### src/rtl/decode_pkg.sv
// decode_pkg: opcode/control encodings and instruction field positions for the decode stage
package decode_pkg;
  typedef enum logic [3:0] {
    OP_NOP, OP_ADD, OP_SUB, OP_ADDI, OP_CMP, OP_VADD, OP_VSUB, OP_VMUL,
    OP_VSHL, OP_LDV, OP_STV, OP_MOVI, OP_B, OP_BEQ, OP_BNE, OP_HALT
  } opcode_e;
  typedef enum logic [1:0] {EXT_ZERO, EXT_SIGN, EXT_HIGH, EXT_BRANCH} ext_sel_e;
  typedef enum logic [1:0] {OPT_SCALAR, OPT_VECTOR, OPT_VS, OPT_CTRL} op_type_e;
  typedef enum logic [1:0] {ALU_ADD, ALU_SUB, ALU_MUL, ALU_SHL} alu_ctrl_e;
  typedef enum logic [1:0] {BR_NONE, BR_ALWAYS, BR_EQ, BR_NE} branch_sel_e;
  localparam int OP_HI = 31, OP_LO = 28;
  localparam int A3_HI = 27, A3_LO = 23;
  localparam int A1_HI = 22, A1_LO = 18;
  localparam int A2_HI = 17, A2_LO = 13;
  localparam int IMM_HI = 12, IMM_LO = 0;
  localparam int IMM_W = IMM_HI - IMM_LO + 1;
  typedef struct packed {
    logic        reg_we;
    logic        alu_src;
    logic        set_flags;
    logic        mem_we;
    logic        wb_sel;
    logic        op_src;
    op_type_e    op_type;
    alu_ctrl_e   alu;
    branch_sel_e br;
    ext_sel_e    ext;
  } ctrl_t;
endpackage

### src/rtl/imm_extend.sv
// imm_extend: widens the 13-bit immediate to N bits in one of four modes
module imm_extend
  import decode_pkg::*;
#(
  parameter int N = 32
) (
  input  logic [IMM_W-1:0] imm_i,
  input  ext_sel_e         sel_i,
  output logic [N-1:0]     ext_o
);
  logic [N-1:0] w_sx;
  assign w_sx = {{(N-IMM_W){imm_i[IMM_W-1]}}, imm_i};
  assign ext_o = sel_i == EXT_ZERO ? {{(N-IMM_W){1'b0}}, imm_i} :
                 sel_i == EXT_SIGN ? w_sx :
                 sel_i == EXT_HIGH ? {imm_i, {(N-IMM_W){1'b0}}} :
                 {w_sx[N-3:0], 2'b00};
endmodule

### src/rtl/decode_ctrl_stage.sv
// decode_ctrl_stage: instruction decode, immediate extension and the ID/EX pipeline register
module decode_ctrl_stage
  import decode_pkg::*;
#(
  parameter int N = 32,
  parameter int L = 8,
  parameter int V = 20
) (
  input  logic                  CLK,
  input  logic                  RST,
  input  logic                  enable_i,
  input  logic [N-1:0]          instruction_i,
  input  logic                  Mem_Finished_i,
  input  logic                  Exe_Finished_i,
  input  logic [N-1:0]          RD1_S_i,
  input  logic [N-1:0]          RD2_S_i,
  input  logic [V-1:0][L-1:0]   RD1_V_i,
  input  logic [V-1:0][L-1:0]   RD2_V_i,
  output logic [4:0]            A1_o,
  output logic [4:0]            A2_o,
  output logic                  Finished_o,
  output logic [N-1:0]          RD1_S_o,
  output logic [N-1:0]          RD2_S_o,
  output logic [N-1:0]          Extend_o,
  output logic [V-1:0][L-1:0]   RD1_V_o,
  output logic [V-1:0][L-1:0]   RD2_V_o,
  output logic                  RegFile_WE_o,
  output logic                  ALUSource_o,
  output logic                  SetFlags_o,
  output logic                  MemWE_o,
  output logic                  WBSelect_o,
  output logic                  OpSource_o,
  output logic [4:0]            A3_o,
  output logic [1:0]            ALUControl_o,
  output logic [1:0]            BranchSelect_o,
  output logic [1:0]            OpType_o
);
  opcode_e      w_op;
  ctrl_t        w_ctrl;
  logic [N-1:0] w_ext;
  assign w_op = opcode_e'(instruction_i[OP_HI:OP_LO]);
  assign A1_o = instruction_i[A1_HI:A1_LO];
  assign A2_o = instruction_i[A2_HI:A2_LO];
  // memory ops wait on MEM, vector ALU ops on EXE; HALT never lets ID advance
  assign Finished_o = (w_op == OP_LDV || w_op == OP_STV) ? Mem_Finished_i :
                      (w_op inside {OP_VADD, OP_VSUB, OP_VMUL, OP_VSHL}) ? Exe_Finished_i :
                      w_op != OP_HALT;
  always_comb begin
    w_ctrl = '0;
    case (w_op)
      OP_ADD:  w_ctrl.reg_we = 1'b1;
      OP_SUB:  begin w_ctrl.reg_we = 1'b1; w_ctrl.alu = ALU_SUB; end
      OP_ADDI: begin w_ctrl.reg_we = 1'b1; w_ctrl.alu_src = 1'b1; w_ctrl.ext = EXT_SIGN; end
      OP_CMP:  begin w_ctrl.set_flags = 1'b1; w_ctrl.alu = ALU_SUB; end
      OP_VADD: begin w_ctrl.reg_we = 1'b1; w_ctrl.op_type = OPT_VECTOR; end
      OP_VSUB: begin w_ctrl.reg_we = 1'b1; w_ctrl.op_type = OPT_VECTOR; w_ctrl.alu = ALU_SUB; end
      OP_VMUL: begin w_ctrl.reg_we = 1'b1; w_ctrl.op_type = OPT_VECTOR; w_ctrl.alu = ALU_MUL; end
      OP_VSHL: begin
        w_ctrl.reg_we = 1'b1; w_ctrl.op_type = OPT_VS; w_ctrl.alu = ALU_SHL; w_ctrl.alu_src = 1'b1;
      end
      OP_LDV:  begin
        w_ctrl.reg_we = 1'b1; w_ctrl.wb_sel = 1'b1; w_ctrl.alu_src = 1'b1; w_ctrl.op_type = OPT_VECTOR;
      end
      OP_STV:  begin w_ctrl.mem_we = 1'b1; w_ctrl.alu_src = 1'b1; w_ctrl.op_type = OPT_VECTOR; end
      OP_MOVI: begin w_ctrl.reg_we = 1'b1; w_ctrl.alu_src = 1'b1; w_ctrl.op_src = 1'b1; end
      OP_B:    begin w_ctrl.br = BR_ALWAYS; w_ctrl.op_type = OPT_CTRL; w_ctrl.ext = EXT_BRANCH; end
      OP_BEQ:  begin w_ctrl.br = BR_EQ; w_ctrl.op_type = OPT_CTRL; w_ctrl.ext = EXT_BRANCH; end
      OP_BNE:  begin w_ctrl.br = BR_NE; w_ctrl.op_type = OPT_CTRL; w_ctrl.ext = EXT_BRANCH; end
      default: ;
    endcase
  end
  imm_extend #(.N(N)) u_imm_extend (
    .imm_i(instruction_i[IMM_HI:IMM_LO]),
    .sel_i(w_ctrl.ext),
    .ext_o(w_ext)
  );
  // a cleared register is exactly a NOP bubble
  always_ff @(posedge CLK or posedge RST) begin
    if (RST) begin
      RD1_S_o <= '0;
      RD2_S_o <= '0;
      Extend_o <= '0;
      RD1_V_o <= '0;
      RD2_V_o <= '0;
      RegFile_WE_o <= 1'b0;
      ALUSource_o <= 1'b0;
      SetFlags_o <= 1'b0;
      MemWE_o <= 1'b0;
      WBSelect_o <= 1'b0;
      OpSource_o <= 1'b0;
      A3_o <= '0;
      ALUControl_o <= '0;
      BranchSelect_o <= '0;
      OpType_o <= '0;
    end else if (enable_i) begin
      RD1_S_o <= RD1_S_i;
      RD2_S_o <= RD2_S_i;
      Extend_o <= w_ext;
      RD1_V_o <= RD1_V_i;
      RD2_V_o <= RD2_V_i;
      RegFile_WE_o <= w_ctrl.reg_we;
      ALUSource_o <= w_ctrl.alu_src;
      SetFlags_o <= w_ctrl.set_flags;
      MemWE_o <= w_ctrl.mem_we;
      WBSelect_o <= w_ctrl.wb_sel;
      OpSource_o <= w_ctrl.op_src;
      A3_o <= instruction_i[A3_HI:A3_LO];
      ALUControl_o <= w_ctrl.alu;
      BranchSelect_o <= w_ctrl.br;
      OpType_o <= w_ctrl.op_type;
    end
  end
endmodule

### config.mk
export PLATFORM = sky130hd
export DESIGN_NAME = decode_ctrl_stage
export DESIGN_NICKNAME = d
export VERILOG_FILES = /design/src/rtl/decode_pkg.sv /design/src/rtl/imm_extend.sv /design/src/rtl/decode_ctrl_stage.sv
export SDC_FILE = /design/constraint.sdc
export NUM_CORES = 1
export LEC_CHECK = 0
export BUFFER_PORTS_ARGS = -buffer_cell sky130_fd_sc_hd__buf_4
export CORE_AREA = 10 10 326 328
export DETAILED_ROUTE_END_ITERATION = 8
export DIE_AREA = 0 0 336 338
export SYNTH_ARGS = -nofsm -noshare
export SYNTH_HDL_FRONTEND = slang
export SYNTH_SLANG_ARGS = --single-unit
### constraint.sdc
create_clock -name CLK -period 12.5 [get_ports CLK]
set_input_delay 0.625 -clock CLK [delete_from_list [all_inputs] [get_ports CLK]]
set_output_delay 0.625 -clock CLK [all_outputs]
set_load 0.01 [all_outputs]
# ---- Yosys cells after proc, flatten, opt, wreduce, memory -nomap -nowiden
# Index checks and enable logic that the tools add are counted.
dict set report totals {
  register_bits 433
  output_inout_bits 444
  in_bits 421
}
dict set report classes {
  mux 15
  eq_ne 17
  n_reduce_logical 8
}
# operator count
set ops {}
lappend ops {{two-way mux 31 bit} 2}
lappend ops {{two-way mux 32 bit} 1}
lappend ops {{equality test 4 bit (second input constant)} 7}
lappend ops {{case mux 2 bit (3 select lines)} 3}
lappend ops {{equality test 4 x 3 -> 1 bit (second input constant)} 4}
lappend ops {{OR reduction 5 bit} 2}
lappend ops {{OR reduction 9 bit} 1}
lappend ops {{equality test 4 x 2 -> 1 bit (second input constant)} 2}
lappend ops {{two-way mux 1 bit} 8}
lappend ops {{OR reduction 3 bit} 2}
lappend ops {{equality test 4 x 1 -> 1 bit (second input constant)} 1}
lappend ops {{!= test 4 bit (second input constant)} 1}
lappend ops {{case mux 2 bit (2 select lines)} 1}
lappend ops {{nonzero test 4 bit} 1}
lappend ops {{equality test 2 x 1 -> 1 bit (second input constant)} 1}
lappend ops {{equality test 2 bit (second input constant)} 1}
lappend ops {{zero test 2 bit} 1}
lappend ops {{logical OR 1 bit} 1}

# ---- Longest topological paths before layout
dict set report logic_depth {
  depth_word 7
  ltp_mapped 6
  ltp_nobuf 3
}

# ---- Cells and area by module
# From an unflattened synthesis, not the netlist that was laid out.
dict set report unflattened {
  hier_cells 1017
  hier_area_um2 16751.1
}
# module seq_area_each_um2 cells_each area_per_inst_um2 n_inst
set by_module_without_submodules {}
lappend by_module_without_submodules {decode_ctrl_stage 10835.4 977 16440.8 1}
lappend by_module_without_submodules {imm_extend 0.0 40 310.3 1}

# ---- Worst setup path before layout
# Ideal clock, no wire load.
dict set report synth_timing {
  kind {in2out}
  startpoint {input port instruction_i[28]}
  endpoint {output port Finished_o}
  setup_slack_ps 10498
  cell_stages 5
  arrival_time_ps 1377
  path_cell_list {buf_4 -> buf_4 -> nor2_1 -> a211oi_1 -> o22a_1}
}
dict set report synth_between {
  elab_chain_len 4
  word_cells_on_any_way 11
  classes_between {eq/ne (7); mux (2); reduce/logical (2)}
}
# item line
set synth_rtl {}
lappend synth_rtl {{start, declared} decode_ctrl_stage.sv:12} ;# input logic [N-1:0] instruction_i,
lappend synth_rtl {{equality test 4 x 3 -> 1 bit or equality test 4 bit (tied branches)} decode_ctrl_stage.sv:46} ;# (w_op inside {OP_VADD, OP_VSUB, OP_VMUL, OP_VSHL}) ? Exe_Finished_i :
lappend synth_rtl {{nonzero test 4 bit} decode_ctrl_stage.sv:46}
lappend synth_rtl {{two-way mux 1 bit} decode_ctrl_stage.sv:46}
lappend synth_rtl {{two-way mux 1 bit *} decode_ctrl_stage.sv:45} ;# assign Finished_o = (w_op == OP_LDV || w_op == OP_STV) ? Mem_Finished_i :
lappend synth_rtl {{end, declared} decode_ctrl_stage.sv:21} ;# output logic Finished_o,
# Every way passes the cells marked *; elsewhere a longest branch is shown, timed or not.

# ---- Worst setup path in the final report
dict set report layout_timing {
  startpoint {input port enable_i}
  endpoint {register RD2_V_o[111] (netlist name)}
}
# item line
set layout_rtl {}
lappend layout_rtl {{start, declared} decode_ctrl_stage.sv:11} ;# input logic enable_i,
lappend layout_rtl {{end signal, assigned} decode_ctrl_stage.sv:100} ;# RD2_V_o <= RD2_V_i;
lappend layout_rtl {{end, declared} decode_ctrl_stage.sv:26} ;# output logic [V-1:0][L-1:0] RD2_V_o,
# No word-level cell between the ends.

==> metrics.txt <==
outcome=completed; Final Slew Violations=0; H-tree levels=2; endpoints failing setup=0; number of library cell types mapped by synthesis=34; Layout Utilization=25.8%; number of antenna violations at the first check in global routing=4; layout cell share with drive strength beyond 1=69.9%; footprint of the multi-input gates=0.00504 mm2; worst-path cell chain=buf_8 > buf_4 > buf_4 > mux2_2; Via density=3.64; Routed Antenna Nets=0; area growth from synthesis to layout=53.8%; synthesized area divided by synthesized cell count=16.2 um2; number of instances resized during post-cts repair=0; CP peak stage delay=0.89 ns; routability-driven placement congestion ratio=0.868; highest attainable clock frequency=346 MHz; starting density of the core=16.8%; sequential cell area=0.0107 mm2; data required time at the worst endpoint=12.97 ns; Synth Instances=1,034; area of the placeable core=0.0996 mm2; Global Route Usage Sum=10.1%; die area=0.114 mm2; unrepaired setup endpoints after global routing=no; number of max-cap violations=0; remaining global-route overflow=0; most area-consuming cells after synthesis=sky130_fd_sc_hd__dfrtp_1, sky130_fd_sc_hd__mux2_2, sky130_fd_sc_hd__buf_6; maximum fanout count along the critical path=75; TritonCTS Buffers=50; largest net degree at the start of global routing=183; I/O pin count=865; Critical Path Source=enable_i; share of flip-flops with an asynchronous set or reset=100%; synthesis-stage register bit count=429; number of nets in the synthesized netlist=1,455; worst-case clock skew=0 ns; depth of the worst register-to-register path=1; area share of the largest cell type after synthesis=64.3%; sum of routed wire length over all layers=61,800 um; # rows=116; cell taking the most area after synthesis=sky130_fd_sc_hd__dfrtp_1; Max-Slew Margin vs Limit=24.4%; clock tree root driver cell=sky130_fd_sc_hd__clkbuf_16; slowest library cell on the worst path=sky130_fd_sc_hd__buf_4; fin nets=2,284; critical path start-end classification=in2reg; peak ir drop on the vdd network=92.9 uV; number of clock sinks=429; insertion delay to the later sink of the worst-skew pair=0.58 ns; accumulated negative setup slack=0 ns; port buffer count=844; die span in x=336 um; detail-routed net length per standard cell=19.3 um; critical register-to-register path startpoint=OpType_o[0]$_DFFE_PP0P_; number of synthesized flops with an enable pin=0; netlist area before placement=0.0167 mm2; detailed router's first-iteration violation count=511; maximum number of buffers from clock root to sink=3; tightest hold margin=0.220 ns; via count=11,674; critical path arrival=3.36 ns; PD cells=147 mW/mm2; final critical-path required period=2.89 ns; DPL Wire Length=48,500 um; Synthesis Warnings=0; part of the cycle the worst path needs=23.1%; Leakage Power=11.8 nW; clock input transition at the sequential cells of the worst setup and hold paths=0.06 ns; Hold Buf Count CTS=0; Hold Path Class=in2async; post-detailed-route DRC marker count=0; most used flip-flop cell after synthesis=sky130_fd_sc_hd__dfrtp_1; setup bufs post-CTS=0; Chip Height=338 um; sequential area share after synthesis=64.3%; CTS tree=yes; Crit path top cell by count=sky130_fd_sc_hd__buf_4; post-layout power=0.00377 W; wire length of the first global-routing pass=86,500 um; kind of launch point of the worst setup path=input pin; # fillers=10,495; DRT Pass-1 Iters=5; endpoint kind of the worst setup timing path=flip-flop; worst slew pin tran=1.13 ns; number of global-route vias before repair=12,767; endpoints failing hold=0
state kept, by name (all words and copies together), names as in the netlist:
| register | flops |
|---|---|
| A3_o | 5 |
| ALUControl_o | 2 |
| ALUSource_o | 1 |
| BranchSelect_o | 2 |
| Extend_o | 28 |
| MemWE_o | 1 |
| OpSource_o | 1 |
| OpType_o | 2 |
| RD1_S_o | 32 |
| RD1_V_o | 160 |
| RD2_S_o | 32 |
| RD2_V_o | 160 |
| RegFile_WE_o | 1 |
| SetFlags_o | 1 |
| WBSelect_o | 1 |
cell families (layout without fill, tap and decap cells):
logic type	after synthesis	after routing	synth area share [%]
flops	429	429	64.3
compound gates	50	50	2.18
other cells	0	3	0
buf+inv	114	982	5.54
mux	392	392	26.4
simple gates	48	48	1.54
xor+xnor	1	1	0.0524
power by group:
group | switching [W] | internal, W | leakage, nW
Combinational | 0.000284 | 0.000371 | 5.94
Clock | 0.000599 | 0.000903 | 0.839
Sequential | 0.0000841 | 0.00153 | 5.06
worst paths after layout:
kind | end | slack [ns]
setup / recovery | RD2_V_o[111]$_DFFE_PP0P_ | 9.61
min in group CLK | RD1_V_o[77]$_DFFE_PP0P_ | 0.26
hold reg to reg | RD2_S_o[22]$_DFFE_PP0P_ | 0.50
setup reg to reg | OpType_o[0]$_DFFE_PP0P_ | 11.63
hold / removal | RD1_V_o[144]$_DFFE_PP0P_ | 0.22
max in group asynchronous | RD1_V_o[40]$_DFFE_PP0P_ | 10.05
placed cells by master (no fill, tap or decap), types with 2 or more instances in the layout:
cell and instances:
sky130_fd_sc_hd__buf_12 2, sky130_fd_sc_hd__o22ai_1 19, sky130_fd_sc_hd__buf_4 851, sky130_fd_sc_hd__nand2_1 13, sky130_fd_sc_hd__bufinv_16 3, sky130_fd_sc_hd__clkinv_2 7, sky130_fd_sc_hd__clkbuf_8 16, sky130_fd_sc_hd__o221ai_1 11
sky130_fd_sc_hd__o21ai_0 7, sky130_fd_sc_hd__clkinv_4 2, sky130_fd_sc_hd__dfrtp_1 429, sky130_fd_sc_hd__nand2b_1 2, sky130_fd_sc_hd__mux2_2 391, sky130_fd_sc_hd__a211oi_1 2, sky130_fd_sc_hd__nand4_1 13, sky130_fd_sc_hd__and3_1 2
sky130_fd_sc_hd__clkbuf_1 11, sky130_fd_sc_hd__clkbuf_16 51, sky130_fd_sc_hd__nand3_1 3, sky130_fd_sc_hd__a21oi_1 3, sky130_fd_sc_hd__nor2_1 8, sky130_fd_sc_hd__inv_1 36, sky130_fd_sc_hd__nand4b_1 2, sky130_fd_sc_hd__diode_2 3
Yosys cell counts, drive strengths merged (2+ instances only):
cell type,n
o21ai,7
buf,77
nand3,3
o22ai,19
nand2,14
o221ai,11
nor2,8
nand2b,2
nand4b,2
a211oi,2
nand4,13
and3,2
dfrtp,429
a21oi,4
mux2,391
a32oi,2
inv,37
area by class of cell:
type | count | share of cell area, %
clock inverters | 13 | 0.589
diodes | 3 | 0.0292
repair buffers | 854 | 25.1
flip-flops and latches | 429 | 41.8
multi-input cells | 491 | 19.6
clock buffers | 78 | 5.99
well taps | 1298 | 6.32
inverters | 37 | 0.555
critical path, delay by kind of cell:
| family | cells | cell delay [ns] |
|---|---|---|
| multiplexers | 1 | 0.42 |
| buffers and inverters | 3 | 2.11 |
layer usage:
metal	vias to the layer above	wire length, um	share of wire, %	track usage [%]
met3	99	6280	10	4.45
met5	-	83	0.13	0.477
met2	475	31200	50	17.2
met4	4	2150	3.5	4.27
met1	5802	22100	36	10.8
li1	5294	-	-	-
per-stage QoR:
| step | area, um2 | std cells | worst slack, ns |
|---|---|---|---|
| final | 25700 | 3203 | 9.61 |
| after global routing | 25700 | 3201 | 9.53 |
| after CTS | 25700 | 3200 | 9.69 |
| after detailed placement | 24000 | 3109 | 9.05 |
| after global placement | 24000 | 3109 | 9.03 |
| after floorplan | 16700 | 1034 | 6.08 |
Power figures use the tool's default switching activity.
